File: src/rtl/csp_tree_pkg.sv
// Shared definitions for the CSP tree injector: packet layout, leaf ids,
// sender state encoding and the routing-field function.
package csp_tree_pkg;

    localparam int unsigned WIDTH     = 11;
    localparam int unsigned NSRC      = 8;
    localparam int unsigned ROUTE_MSB = 10;
    localparam int unsigned SRC_LSB   = 3;
    localparam int unsigned DST_LSB   = 0;
    localparam int unsigned ID_W      = 3;
    localparam int unsigned CNT_W     = 8;
    localparam int unsigned COUNT_W   = 6;
    localparam int unsigned MAX_SENT  = NSRC * (NSRC - 1);

    localparam logic [ID_W-1:0] LEAF_A = 3'd0;
    localparam logic [ID_W-1:0] LEAF_B = 3'd1;
    localparam logic [ID_W-1:0] LEAF_C = 3'd2;
    localparam logic [ID_W-1:0] LEAF_D = 3'd3;
    localparam logic [ID_W-1:0] LEAF_E = 3'd4;
    localparam logic [ID_W-1:0] LEAF_F = 3'd5;
    localparam logic [ID_W-1:0] LEAF_G = 3'd6;
    localparam logic [ID_W-1:0] LEAF_H = 3'd7;

    typedef enum logic [2:0] {
        S_IDLE  = 3'd0,
        S_SETUP = 3'd1,
        S_REQ   = 3'd2,
        S_RTZ   = 3'd3,
        S_GAPW  = 3'd4,
        S_DONE  = 3'd5
    } sender_state_t;

    typedef struct packed {
        logic [4:0]      route;
        logic [ID_W-1:0] src;
        logic [ID_W-1:0] dst;
    } packet_t;

    // Highest differing id bit picks the tree level where the packet turns down.
    function automatic logic [4:0] route_of(input logic [ID_W-1:0] src,
                                            input logic [ID_W-1:0] dst);
        logic [ID_W-1:0] x;
        x = src ^ dst;
        if (x[2])      return {3'b001, dst[1:0]};
        else if (x[1]) return {2'b01, dst[0], 2'b00};
        else           return 5'b10000;
    endfunction

    function automatic packet_t packet_of(input logic [ID_W-1:0] src,
                                          input logic [ID_W-1:0] dst);
        packet_t p;
        p.route = route_of(src, dst);
        p.src   = src;
        p.dst   = dst;
        return p;
    endfunction

endpackage

File: src/rtl/csp_chan_sender.sv
// One leaf channel: ack synchroniser, 4-phase handshake FSM walking all
// destinations except itself, gap and timeout counters, data register.
module csp_chan_sender
    import csp_tree_pkg::*;
#(
    parameter logic [ID_W-1:0] SRC     = 3'd0,
    parameter int unsigned     GAP     = 2,
    parameter int unsigned     TIMEOUT = 255
) (
    input  logic             clk,
    input  logic             reset,
    input  logic             start_go,
    input  logic             enable,
    input  logic             run_end,
    input  logic             ack,
    output logic             req,
    output logic [WIDTH-1:0] data,
    output logic             leave_req_c,
    output logic             timeout_c,
    output logic             done_c
);

    localparam logic [ID_W-1:0] FIRST_DST = (SRC == LEAF_A) ? LEAF_B : LEAF_A;
    localparam logic [ID_W-1:0] LAST_DST  = (SRC == LEAF_H) ? LEAF_G : LEAF_H;

    sender_state_t    state, state_d;
    logic [ID_W-1:0]  dst, dst_d, dst_next;
    logic [CNT_W-1:0] gap_cnt, gap_d;
    logic [CNT_W-1:0] tcnt, tcnt_d;
    packet_t          pkt_q, pkt_d;
    logic             ack_s1, ack_s;
    logic             advance;

    always_ff @(posedge clk or negedge reset) begin
        if (!reset) begin
            state   <= S_IDLE;
            dst     <= '0;
            gap_cnt <= '0;
            tcnt    <= '0;
            pkt_q   <= '0;
            req     <= 1'b0;
            ack_s1  <= 1'b0;
            ack_s   <= 1'b0;
        end else begin
            state   <= state_d;
            dst     <= dst_d;
            gap_cnt <= gap_d;
            tcnt    <= tcnt_d;
            pkt_q   <= pkt_d;
            req     <= (state_d == S_REQ);
            ack_s1  <= ack;
            ack_s   <= ack_s1;
        end
    end

    always_comb begin
        state_d     = state;
        dst_d       = dst;
        gap_d       = gap_cnt;
        pkt_d       = pkt_q;
        tcnt_d      = tcnt;
        leave_req_c = 1'b0;
        timeout_c   = 1'b0;
        advance     = 1'b0;

        dst_next = dst + 3'd1;
        if (dst_next == SRC) dst_next = dst_next + 3'd1;

        unique case (state)
            S_IDLE: begin
                pkt_d = '0;
                if (start_go) begin
                    if (enable) begin
                        state_d = S_SETUP;
                        dst_d   = FIRST_DST;
                        pkt_d   = packet_of(SRC, FIRST_DST);
                    end else begin
                        state_d = S_DONE;
                    end
                end
            end
            S_SETUP: state_d = S_REQ;
            S_REQ: begin
                if (ack_s) begin
                    state_d     = S_RTZ;
                    leave_req_c = 1'b1;
                end
            end
            S_RTZ: begin
                if (!ack_s) begin
                    if (GAP > 0) begin
                        state_d = S_GAPW;
                        gap_d   = '0;
                    end else begin
                        advance = 1'b1;
                    end
                end
            end
            S_GAPW: begin
                if (gap_cnt == CNT_W'(GAP - 1)) advance = 1'b1;
                else                            gap_d   = gap_cnt + 8'd1;
            end
            S_DONE: begin
                pkt_d = '0;
                if (run_end) state_d = S_IDLE;
            end
            default: state_d = S_IDLE;
        endcase

        // Next packet or finish; data is loaded on entry to SETUP and held.
        if (advance) begin
            if (dst == LAST_DST) begin
                state_d = S_DONE;
                pkt_d   = '0;
            end else begin
                state_d = S_SETUP;
                dst_d   = dst_next;
                pkt_d   = packet_of(SRC, dst_next);
            end
        end

        if (state_d != state)  tcnt_d = '0;
        else if (tcnt != '1)   tcnt_d = tcnt + 8'd1;

        timeout_c = ((state == S_REQ) || (state == S_RTZ)) && (state_d == state)
                    && (tcnt_d == CNT_W'(TIMEOUT));
    end

    assign data   = pkt_q;
    assign done_c = (state == S_DONE);

endmodule

File: src/rtl/csp_tree_injector.sv
// All-to-all traffic scheduler for the 8 leaf channels of the CSP tree:
// start/done control, sticky timeout and handshake counting.
module csp_tree_injector
    import csp_tree_pkg::*;
#(
    parameter int unsigned GAP     = 2,
    parameter int unsigned TIMEOUT = 255
) (
    input  logic                  clk,
    input  logic                  reset,
    input  logic                  start,
    input  logic [NSRC-1:0]       src_mask,
    input  logic [NSRC-1:0]       ack,
    output logic [NSRC-1:0]       req,
    output logic [NSRC*WIDTH-1:0] data,
    output logic                  busy,
    output logic                  done,
    output logic                  timeout,
    output logic [COUNT_W-1:0]    sent_count
);

    logic [NSRC-1:0]    leave_c, to_c, done_vec_c;
    logic               all_done_c, start_acc_c;
    logic [3:0]         pop_c;
    logic [COUNT_W:0]   sum_c;
    logic [COUNT_W-1:0] sent_next_c;

    // A start landing while senders wait in DONE would be lost, so hold it off.
    assign all_done_c  = &done_vec_c;
    assign start_acc_c = start & ~busy & ~all_done_c;

    for (genvar g = 0; g < NSRC; g++) begin : g_chan
        csp_chan_sender #(
            .SRC     (3'(g)),
            .GAP     (GAP),
            .TIMEOUT (TIMEOUT)
        ) u_sender (
            .clk         (clk),
            .reset       (reset),
            .start_go    (start_acc_c),
            .enable      (src_mask[g]),
            .run_end     (all_done_c),
            .ack         (ack[g]),
            .req         (req[g]),
            .data        (data[g*WIDTH +: WIDTH]),
            .leave_req_c (leave_c[g]),
            .timeout_c   (to_c[g]),
            .done_c      (done_vec_c[g])
        );
    end

    always_comb begin
        pop_c = '0;
        for (int i = 0; i < NSRC; i++) pop_c = pop_c + 4'(leave_c[i]);
        sum_c       = 7'(sent_count) + 7'(pop_c);
        sent_next_c = (sum_c > 7'(MAX_SENT)) ? COUNT_W'(MAX_SENT) : COUNT_W'(sum_c);
    end

    always_ff @(posedge clk or negedge reset) begin
        if (!reset) begin
            busy       <= 1'b0;
            done       <= 1'b0;
            timeout    <= 1'b0;
            sent_count <= '0;
        end else if (start_acc_c) begin
            busy       <= |src_mask;
            done       <= ~|src_mask;
            timeout    <= 1'b0;
            sent_count <= '0;
        end else begin
            if (all_done_c) begin
                busy <= 1'b0;
                done <= 1'b1;
            end
            if (|to_c) timeout <= 1'b1;
            sent_count <= sent_next_c;
        end
    end

endmodule

File: config.mk
export PLATFORM = sky130hd
export DESIGN_NAME = csp_tree_injector
export DESIGN_NICKNAME = d
export VERILOG_FILES = /design/src/rtl/csp_tree_pkg.sv /design/src/rtl/csp_chan_sender.sv /design/src/rtl/csp_tree_injector.sv
export SDC_FILE = /design/constraint.sdc
export NUM_CORES = 1
export LEC_CHECK = 0
export CORE_ASPECT_RATIO = 1.1
export CORE_MARGIN = 3
export CORE_UTILIZATION = 40
export CTS_CLUSTER_DIAMETER = 120
export DETAILED_ROUTE_END_ITERATION = 8
export DONT_BUFFER_PORTS = 1
export GPL_TIMING_DRIVEN = 0
export PLACE_DENSITY = 0.51
export REMOVE_ABC_BUFFERS = 1
export SLEW_MARGIN = 10
export SYNTH_ARGS = -nofsm -noshare
export SYNTH_HDL_FRONTEND = slang
export SYNTH_SLANG_ARGS = --single-unit
File: constraint.sdc
create_clock -name clk -period 6.5 [get_ports clk]
set_clock_uncertainty 0.1 [all_clocks]
set_input_delay 0.975 -clock clk [delete_from_list [all_inputs] [get_ports clk]]
set_output_delay 0.975 -clock clk [all_outputs]
set_load 0.1 [all_outputs]
==> metrics.txt <==
outcome finished, final reports clean; Post-Place Cell Area 15,440 um2; normalized max-slew margin 28.60%; hold_buf cts 0; Slew Limit Fails 0; die height 209.9 um; post-CTS resize count 0; Port Buffers 0; ys async rst share 100.0%; PD cells 494.7 nW/um2; gr usage total 17.85%; Distinct cells, synth 86; Peak VDD IR 407.2 uV; P_leak 7.470 nW; CP Launch Type flop; vias in the first global route 11.24k; Post-CTS Setup Bufs 0; Core Region 37,220 um2; Residual DRC 0; die area 40,180 um2; routability cong. 0.8136; design area 16,600 um2; Placement Setup Slack 1722 ps; Starting Density 40.63%; Crit. End Element flop; CTS clock-pin slew for the worst setup and hold paths 60 ps; Worst EP required 6840 ps; Final setup viols 0; Worst-Margin Slew 1071 ps; Nets 1,664; HP Class input port to async pin; Syn Std Cell Area 15,120 um2; global-route wire length before repair 58,970 um; Clock Path Buffers 3; Gate power share 30.4%; TNS Setup 0 ps; count of warnings emitted by yosys 0; Main synth FF type dfrtp_1; initial antenna violation count 1; Layout area overhead 9.787%; die width 191.4 um; DR vias/cell 5.391; DP Wirelength 24,300 um; P_int 0.004331 W; IO Pins 124; total of max-cap violations 0; Worst Path Max Fanout 5; largest net degree at the start of global routing 281; Crit Path Category flop to flop; row count 74; CTS root buffer clkbuf_16; layout cell share with drive strength beyond 1 5.688%; clock sinks 280; Syn Inst Count 1,602; sequential power share 45.5%; CTS tree yes; DR WL/cell 16.87 um; # fillers 3,686; setup ws final 1726 ps; Achievable Freq 209.5 MHz; Vias 11.30k; DRT iter0 DRCs 492; Net Sw Power 0.003884 W; Post-Syn Area per Cell 9.441 um2; grt ovf 0; Post-synth EDFFs 0; Period minus WS final 4774 ps; final WL 35,330 um; unrepaired setup endpoints after global routing no; Seq cells post-synth 280; Worst EP arrival 5110 ps; Hold Slack 45.84 ps; TritonCTS buffer count 35; Final period util 73.45%; First-pass DRT Iterations 5; Skew-Pair Late Insertion Delay 540 ps; Antenna Violating Nets Remaining 0; CTS H-tree lvls 2; Seq/Total Area, Yosys 46.33%; clock share of power 24.1%; sw frac 47.28%; final hold violations 0
## per-stage QoR
stage	total power (W)	util, %	instances
after floorplan	0.005547	-	1535
after global placement	0.006184	41.25	2029
after detailed placement	0.006294	41.50	2035
after CTS	0.008328	44.60	2094
after global routing	0.008796	44.61	2095
final	0.008215	44.61	2095
## cells by family (layout without fill, tap and decap cells)
logic type,count (synthesis),in the layout,synth area share [%]
AND/OR/NAND/NOR,678,678,22.66
XOR/XNOR,84,84,4.864
buffers and inverters,139,126,4.368
other,1,13,0.02479
adder cells (fa/ha/maj),68,68,5.857
AO/OA/AOI/OAI,328,328,14.26
multiplexers,24,24,1.638
flip-flops,280,280,46.33
## final cells by class
| type | instances | area [um2] | share of cell area [%] |
|---|---|---|---|
| well taps | 494 | 618.1 | 3.722 |
| clock inverters | 7 | 115.1 | 0.6932 |
| clock buffers | 52 | 1042 | 6.277 |
| diodes | 1 | 2.502 | 0.01507 |
| flip-flops and latches | 280 | 7014 | 42.24 |
| inverters | 61 | 229.0 | 1.379 |
| multi-input cells | 1194 | 7512 | 45.24 |
| repair buffers | 6 | 71.32 | 0.4295 |
## Yosys cell counts (27+ instances only)
cell type  count  area, um2
dfrtp_1      280       7007
nor2_1       198      743.2
nand2_1      156      585.6
o21ai_0       85      425.4
a21oi_1       75      375.4
nand3_1       69      345.3
ha_1          62      775.7
inv_1         61      229.0
xor2_1        52      455.4
xnor2_1       32      280.3
nand2b_1      30      187.7
clkbuf_1      29      108.9
nor2b_1       29      181.4
buf_4         28      210.2
a21o_1        27      202.7
nor3_1        27      135.1
## routing by layer
layer | part of all wire [%] | wire length (um) | global-route usage, % | vias to the layer above
met5 | 0 | 0 | 0 | -
met4 | 2.2 | 777 | 5.720 | 0
met3 | 4.3 | 1528 | 3.593 | 54
met2 | 48 | 16950 | 29.77 | 141
met1 | 45 | 16070 | 23.41 | 5516
li1 | - | - | - | 5584
## critical path, cell delays in order (launching register included)
cell and delay (ps):
dfrtp_1 780, fa_1 730, inv_1 60, fa_1 530, inv_1 50, fa_1 510, fa_1 450, inv_1 90
fa_1 200, nor2b_1 70, o21ai_0 160, nand2b_1 140, maj3_1 350, a21oi_1 250, nor3b_1 230
## power groups by stage
| stage | Clock, W | Combinational, W | Sequential [W] |
|---|---|---|---|
| 2_1_floorplan | 0 | 0.00184 | 0.00371 |
| 3_3_place_gp | 0 | 0.00230 | 0.00389 |
| 3_5_place_dp | 0 | 0.00253 | 0.00377 |
| 4_1_cts | 0.00205 | 0.00254 | 0.00374 |
| 5_1_grt | 0.00211 | 0.00286 | 0.00382 |
| 6_report | 0.00198 | 0.00250 | 0.00374 |
## flip-flops by register name (all words and copies together) (netlist names)
signal / cells
g_chan.u_sender.data: 71
done: 1
g_chan.u_sender.tcnt: 64
timeout: 1
g_chan.u_sender.req: 8
sent_count: 6
g_chan.u_sender.ack_s1: 8
g_chan.u_sender.ack_s: 8
g_chan.u_sender.state: 24
g_chan.u_sender.gap_cnt: 64
busy: 1
g_chan.u_sender.dst: 24
## layout by cell type (no fill, tap or decap), drive strengths merged, types with 9 or more instances in the layout
master | synthesis | final
nor3 | 28 | 28
a31oi | 19 | 19
clkbuf | 30 | 52
ha | 62 | 62
nor2 | 200 | 200
nand3 | 70 | 70
dfrtp | 280 | 280
mux2i | 21 | 21
and2 | 14 | 14
a211oi | 22 | 22
conb | 1 | 12
nor4 | 31 | 31
nand4 | 25 | 25
a21o | 27 | 27
o21ai | 89 | 89
nand2 | 156 | 156
nor2b | 29 | 29
a22oi | 9 | 9
o31ai | 10 | 10
and3 | 25 | 25
a22o | 17 | 17
nand3b | 18 | 18
inv | 61 | 61
a21oi | 78 | 78
xor2 | 52 | 52
nand2b | 31 | 31
or3 | 9 | 9
xnor2 | 32 | 32
## worst paths after layout
check                      slack [ps]                          to                       from  depth (start not counted)
hold reg to reg                   250    g_chan[6].u_sender.ack_s  g_chan[6].u_sender.ack_s1                          0
setup reg to reg                 1730               sent_count[2]              sent_count[0]                         14
setup / recovery                 1730               sent_count[2]              sent_count[0]                         14
hold / removal                     50  g_chan[3].u_sender.tcnt[3]                      reset                          0
max in group asynchronous        5450  g_chan[3].u_sender.data[3]                      reset                          0
min in group clk                  250    g_chan[6].u_sender.ack_s  g_chan[6].u_sender.ack_s1                          0
No activity file was read; power rests on OpenSTA's default activity.
